<file path="config.mk">
export PLATFORM = sky130hd
export DESIGN_NAME = cacheline_burst_adaptor
export DESIGN_NICKNAME = d
export VERILOG_FILES = /design/src/rtl/cacheline_burst_adaptor.sv
export SDC_FILE = /design/constraint.sdc
export NUM_CORES = 1
export LEC_CHECK = 0
export ABC_AREA = 0
export BUFFER_PORTS_ARGS = -buffer_cell sky130_fd_sc_hd__buf_2
export CELL_PAD_IN_SITES_DETAIL_PLACEMENT = 0
export CELL_PAD_IN_SITES_GLOBAL_PLACEMENT = 1
export CORE_MARGIN = 10
export CORE_UTILIZATION = 35
export CTS_BUF_LIST = sky130_fd_sc_hd__clkbuf_2
export DETAILED_ROUTE_END_ITERATION = 6
export PLACE_DENSITY = 0.77
export SYNTH_ARGS = -nofsm -noshare
export SYNTH_HDL_FRONTEND = slang
export SYNTH_SLANG_ARGS = --single-unit
</file>
<file path="constraint.sdc">
create_clock -name clk -period 5.04 [get_ports clk]
set_input_delay 0.756 -clock clk [delete_from_list [all_inputs] [get_ports clk]]
set_output_delay 0.756 -clock clk [all_outputs]
set_load 0.01 [all_outputs]
</file>
<file path="src/rtl/cacheline_burst_adaptor.sv">
// cacheline_burst_adaptor
// Turns one cache-line read or write into a fixed-length burst of narrow
// beats on the memory bus. Reads gather beats into a line register, writes
// play the captured line out one beat at a time. Every finished line
// transaction ends with a one-cycle line_resp pulse.
module cacheline_burst_adaptor #(
  parameter int s_offset = 5,
  parameter int s_line   = 256,
  parameter int s_burst  = 64
) (
  input  logic                clk,
  input  logic                rst_n,
  input  logic                line_read,
  input  logic                line_write,
  input  logic [31:0]         line_address,
  input  logic [s_line-1:0]   line_wdata,
  output logic                line_resp,
  output logic [s_line-1:0]   line_rdata,
  output logic                burst_read,
  output logic                burst_write,
  output logic [31:0]         burst_address,
  output logic [s_burst-1:0]  burst_wdata,
  input  logic [s_burst-1:0]  burst_rdata,
  input  logic                burst_resp
);

  localparam int s_beats = s_line / s_burst;
  // Keep the counter at least one bit wide so a single-beat line still builds.
  localparam int cnt_w = (s_beats > 1) ? $clog2(s_beats) : 1;
  localparam logic [cnt_w-1:0] last_beat = cnt_w'(s_beats - 1);
  localparam logic [31:0] align_mask = ~((32'h1 << s_offset) - 32'h1);

  typedef enum logic [1:0] {
    st_idle,
    st_read,
    st_write,
    st_done
  } state_t;

  state_t              state_reg;
  logic [cnt_w-1:0]    cnt_reg;
  logic [31:0]         addr_reg;
  logic [s_line-1:0]   wdata_reg;
  logic [s_line-1:0]   rdata_reg;
  logic                burst_read_reg;
  logic                burst_write_reg;
  logic                line_resp_reg;

  // Captured write line viewed as an array of beats so the beat select is a plain mux.
  logic [s_burst-1:0]  wbeat [s_beats];

  genvar gi;
  generate
    for (gi = 0; gi < s_beats; gi++) begin : g_wbeat
      assign wbeat[gi] = wdata_reg[gi*s_burst +: s_burst];
    end
  endgenerate

  // Sequencer: accept a request in idle, count beats, pulse the response, return to idle.
  always_ff @(posedge clk or negedge rst_n) begin
    if (!rst_n) begin
      state_reg       <= st_idle;
      cnt_reg         <= '0;
      addr_reg        <= '0;
      wdata_reg       <= '0;
      rdata_reg       <= '0;
      burst_read_reg  <= 1'b0;
      burst_write_reg <= 1'b0;
      line_resp_reg   <= 1'b0;
    end else begin
      line_resp_reg <= 1'b0;
      case (state_reg)
        st_idle: begin
          // Read has priority when both requests are raised together.
          if (line_read) begin
            state_reg      <= st_read;
            addr_reg       <= line_address & align_mask;
            cnt_reg        <= '0;
            burst_read_reg <= 1'b1;
          end else if (line_write) begin
            state_reg       <= st_write;
            addr_reg        <= line_address & align_mask;
            wdata_reg       <= line_wdata;
            cnt_reg         <= '0;
            burst_write_reg <= 1'b1;
          end
        end
        st_read: begin
          if (burst_resp) begin
            for (int b = 0; b < s_beats; b++) begin
              if (cnt_reg == cnt_w'(b)) begin
                rdata_reg[b*s_burst +: s_burst] <= burst_rdata;
              end
            end
            // The counter stops on the last beat instead of wrapping.
            if (cnt_reg == last_beat) begin
              state_reg      <= st_done;
              burst_read_reg <= 1'b0;
              line_resp_reg  <= 1'b1;
            end else begin
              cnt_reg <= cnt_reg + 1'b1;
            end
          end
        end
        st_write: begin
          if (burst_resp) begin
            if (cnt_reg == last_beat) begin
              state_reg       <= st_done;
              burst_write_reg <= 1'b0;
              line_resp_reg   <= 1'b1;
            end else begin
              cnt_reg <= cnt_reg + 1'b1;
            end
          end
        end
        st_done: begin
          state_reg <= st_idle;
        end
        default: begin
          state_reg <= st_idle;
        end
      endcase
    end
  end

  assign line_resp     = line_resp_reg;
  assign line_rdata    = rdata_reg;
  assign burst_read    = burst_read_reg;
  assign burst_write   = burst_write_reg;
  assign burst_address = addr_reg;
  assign burst_wdata   = wbeat[cnt_reg];

endmodule

</file>
; ---- Yosys cells after proc, flatten, opt, wreduce, memory -nomap -nowiden
; Cells that the tools add are included.
[word_totals]
output_inout_bits = 355
elab_cells = 74
ff_bits = 551
in_bits = 357
[op_classes]
n_bitwise = 2
order_cmp = 1
eq_ne = 17
addsub = 1
reduce_logical = 17
n_mux = 25
[op_table]
columns = op, count
row1 = $bmux 64 s2, 1
row2 = $mux 64, 2
row3 = $mux 32, 2
row4 = $reduce_and 3->1, 6
row5 = $mux 2, 8
row6 = $ne 2x2->1 const B, 8
row7 = $eq 2x2->1 const B, 4
row8 = $mux 1, 8
row9 = $reduce_and 4->1, 2
row10 = $reduce_bool 2->1, 4
row11 = $pmux 2 s3, 1
row12 = $reduce_and 5->1, 1
row13 = $eq 2x1->1 const B, 2
row14 = $logic_not 2->1, 2
row15 = $ne 2x1->1 const B, 2
row16 = $pmux 1 s2, 2
row17 = $pmux 2 s2, 1
row18 = $ge 3x3->1 const B, 1
row19 = $ne 3x3->1 const B, 1
row20 = $not 2->3, 1
row21 = $add 2x1->2 const B, 1
row22 = $reduce_and 2->1, 1
row23 = $reduce_or 2->1, 1
row24 = $not 1->1, 1

; ---- Logic depth before layout (Yosys ltp)
[logic_depth]
word_depth = 4
ltp_mapped = 8
ltp_nobuf = 5

; ---- Worst setup path after synthesis
; No wires, ideal clock.
[synth_path]
path_kind = flip-flop to output port
start = register cnt_reg[0]
end = output port burst_wdata[14]
path_slack_ns = 2.801
path_buffers = 3
required_ns = 4.284
arrival_ns = 1.483
stages_incl_launch_ff = 5
path_cell_list = dfrtp_1 clkbuf_1 buf_4 buf_4 mux4_2
[synth_via]
elab_chain_cells = 4
[synth_rtl]
columns = element, line_no
row1 = "start, declared", 41  ; logic [cnt_w-1:0] cnt_reg;
row2 = "start signal, assigned", 101  ; cnt_reg <= cnt_reg + 1'b1;
row3 = "start signal, assigned", 112  ; cnt_reg <= cnt_reg + 1'b1;
row4 = $not 2->3 (implied by the code), 131  ; assign burst_wdata = wbeat[cnt_reg];
row5 = $bmux 64 s2, 131
row6 = $mux 64 (implied by the code) (2 in a row), 131
row7 = "end, declared", 22  ; output logic [s_burst-1:0] burst_wdata,
; Every way passes these cells. The select of a mux whose other input is x is not followed.

; ---- Final worst setup path
[layout_path]
start = register cnt_reg[1]
end = output port burst_wdata[2]
; The elaborated chain is that of the path after synthesis.

==> metrics <==
Slew Limit Fails=0; RSZ-0062 raised after global routing=no; CTS buffer count=143; synth-to-layout area growth=38.65%; DRT Pass-1 Iters=4; number of H-tree levels=4; pwr dens=578.0 nW/um^2; Startpoint Class=flip-flop; Fin. Hold Viols=0; dpl cell area=27310 sq um; DRT Wirelength=71500 microns; Synth Area in Compound Gates=0.4318%; Final TNS setup=0 ps; Final Critical Period=3996 ps; clk_lat worst skew=1170 ps; grt ovf=0; Syn Inst Count=1278; Core Region=65750 sq um; crit path max fanout=51; post-CTS sizing=0; Tot GR Track Use=18.21%; period utilization=79.29%; antenna violations before repair=13; I/O pins=712; crit path capture type=output pin; CP Depth=3; Rows=94; Hold Path Class=in2reg; gp weighted congestion=0.8113; Worst-path clk slew=110 ps; Synth area leader=dfrtp_1; Synth Area in Adders=0.4858%; hold-fix buffers at CTS=355; Clock Skews=66.43 ps; # Post-CTS Setup Buffers=0; drt wl/cell=21.06 microns; Synth area leaders=dfrtp_1 (59%), mux2_2 (15%), mux2_4 (15%), mux4_2 (6.2%), buf_12 (1.9%); Setup Viol. Count Final=0; delay-heaviest family, CP=buffers and inverters; main combinational cell family by area after synthesis=multiplexers; Lkg Pwr=0.01628 uW; vias in the first global route=18520; outcome=completed; largest stage delay on the critical path=690 ps; hold path depth=3; first-pass GRT wire length=110000 microns; PortBufs=701; mux share of post-synthesis cell area=36.11%; share of cells above drive strength 1=61.70%; Critical path buffers and inverters=2; Post-Synth XOR/XNOR Area=0%; Residual DRC=0; design area=32140 sq um; synthesized area=23180 sq um; largest net degree at the start of global routing=110; die height=277.3 microns; Slew @ Worst Pin=1050 ps; CTS tree=yes; Final #Nets=2792; maximum VDD drop=0.2911 mV; clock tree buffer depth=3; CTS Root Cell=clkbuf_2; initial DRC count=859; post-DP HPWL=49320 microns; max_slew headroom=29.99%; die width=277.3 microns; Yosys cell types=34; Reg2Reg Depth=6; Mean Syn Cell Area=18.14 sq um; post-route antenna net violation count=0; Post-Synth Simple-Gate Area=0.6531%; FF+latch count, synth=546; Worst Path Required=4280 ps; Yosys warning count=0; CP max stage cell=buf_4; Sink Count=546; max-cap viol count=0; die area=76920 sq um; Initial Util=35.26%; Max Clk Rate=250.2 MHz; Synth top area share=58.94%; Vias per Instance=4.665; via count=15840; Crit Path Class=reg2out; sequential share of the synthesized area=58.94%; WP data arrival=3240 ps; CP Cell Sequence=buf_4, mux4_2, buf_2
per-layer routing:
| layer | wire length (microns) | track usage [%] |
|---|---|---|
| met1 | 26590 | 19.61 |
| met2 | 35830 | 30.89 |
| met3 | 6249 | 7.243 |
| met4 | 2785 | 8.669 |
| met5 | 48 | 0 |
cell families after synthesis:
kind of cell,count (synthesis)
buf+inv,83
simple gates,22
flops,546
mux,603
compound gates,14
other cells,1
fa+ha+maj,9
placed cells by master (no fill, tap or decap), drive strengths merged, types with 2 or more instances in the layout:
cell type and count:
clkinv 26, dfrtp 546, nand2b 2, buf 721, inv 11, conb 5, a21oi 2, mux2 539
clkbuf 204, diode 9, nor2 2, mux4 64, nand2 4, bufinv 2, nand3 9, ha 9
dlygate4sd3 355, o2bb2ai 2, clkinvlp 4, o21ai 4
path summary, 6_finish.rpt:
check | end | slack, ps | from
setup / recovery | burst_wdata[2] | 1040 | cnt_reg[1]
hold / removal | wdata_reg[7] | 310 | line_wdata[7]
setup reg to reg | wdata_reg[199] | 2240 | state_reg[1]
hold reg to reg | line_rdata[246] | 500 | line_rdata[246]
max in group asynchronous | cnt_reg[1] | 3030 | rst_n
min in group asynchronous | wdata_reg[171] | 780 | rst_n
metrics by stage:
step	total power, uW	worst slack, ps	hold slack (ps)	std cells	util (%)
6_report	18580	1044	305.5	3395	48.88
5_1_grt	19720	694.3	114.2	3395	48.88
4_1_cts	18770	736.1	62.42	3386	48.85
3_5_place_dp	15410	2223	486.5	2790	41.54
3_3_place_gp	15120	2251	481.7	2790	41.54
2_1_floorplan	12370	2801	460.4	1282	-
synthesized netlist by cell type:
library cell,number
nor3b_1,1
nand3_1,5
or3_1,1
a21oi_1,2
nand2_4,1
o21ai_0,3
clkbuf_1,5
inv_1,6
and3_1,1
buf_1,3
o21ai_2,1
o2bb2ai_1,2
or4b_1,1
mux2_4,229
mux4_2,64
dfrtp_1,546
a21boi_0,1
o221a_2,1
buf_12,22
buf_4,10
conb_1,1
mux2_2,310
ha_1,9
buf_6,4
a221oi_1,1
nand2_1,3
buf_2,33
o2111ai_1,1
nand3_2,4
nor2_1,2
a31oi_1,1
o22ai_1,1
nor2b_4,1
nand2b_1,2
cell type report:
type                       count  area [sq um]
multi-input combinational    653          8792
fill                        5589         33610
timing repair buffer        1076          7297
sequential                   546         13670
clock inverter                37         231.5
inverter                       6         22.52
antenna                        9         22.52
clock buffer                 204          1021
tap                          864          1081
tightest hold or removal path: stages:
cell and delay [ps]:
dlygate4sd3_1 520, buf_2 90, mux2_4 120
power by group:
group / total (uW) / internal, uW / leakage (uW) / switching [uW]
logic: 7810 / 4450 / 0.00869 / 3360
registers: 7740 / 6480 / 0.00663 / 1260
clock network: 3020 / 1190 / 0.000956 / 1830
Power figures use the tool's default switching activity.
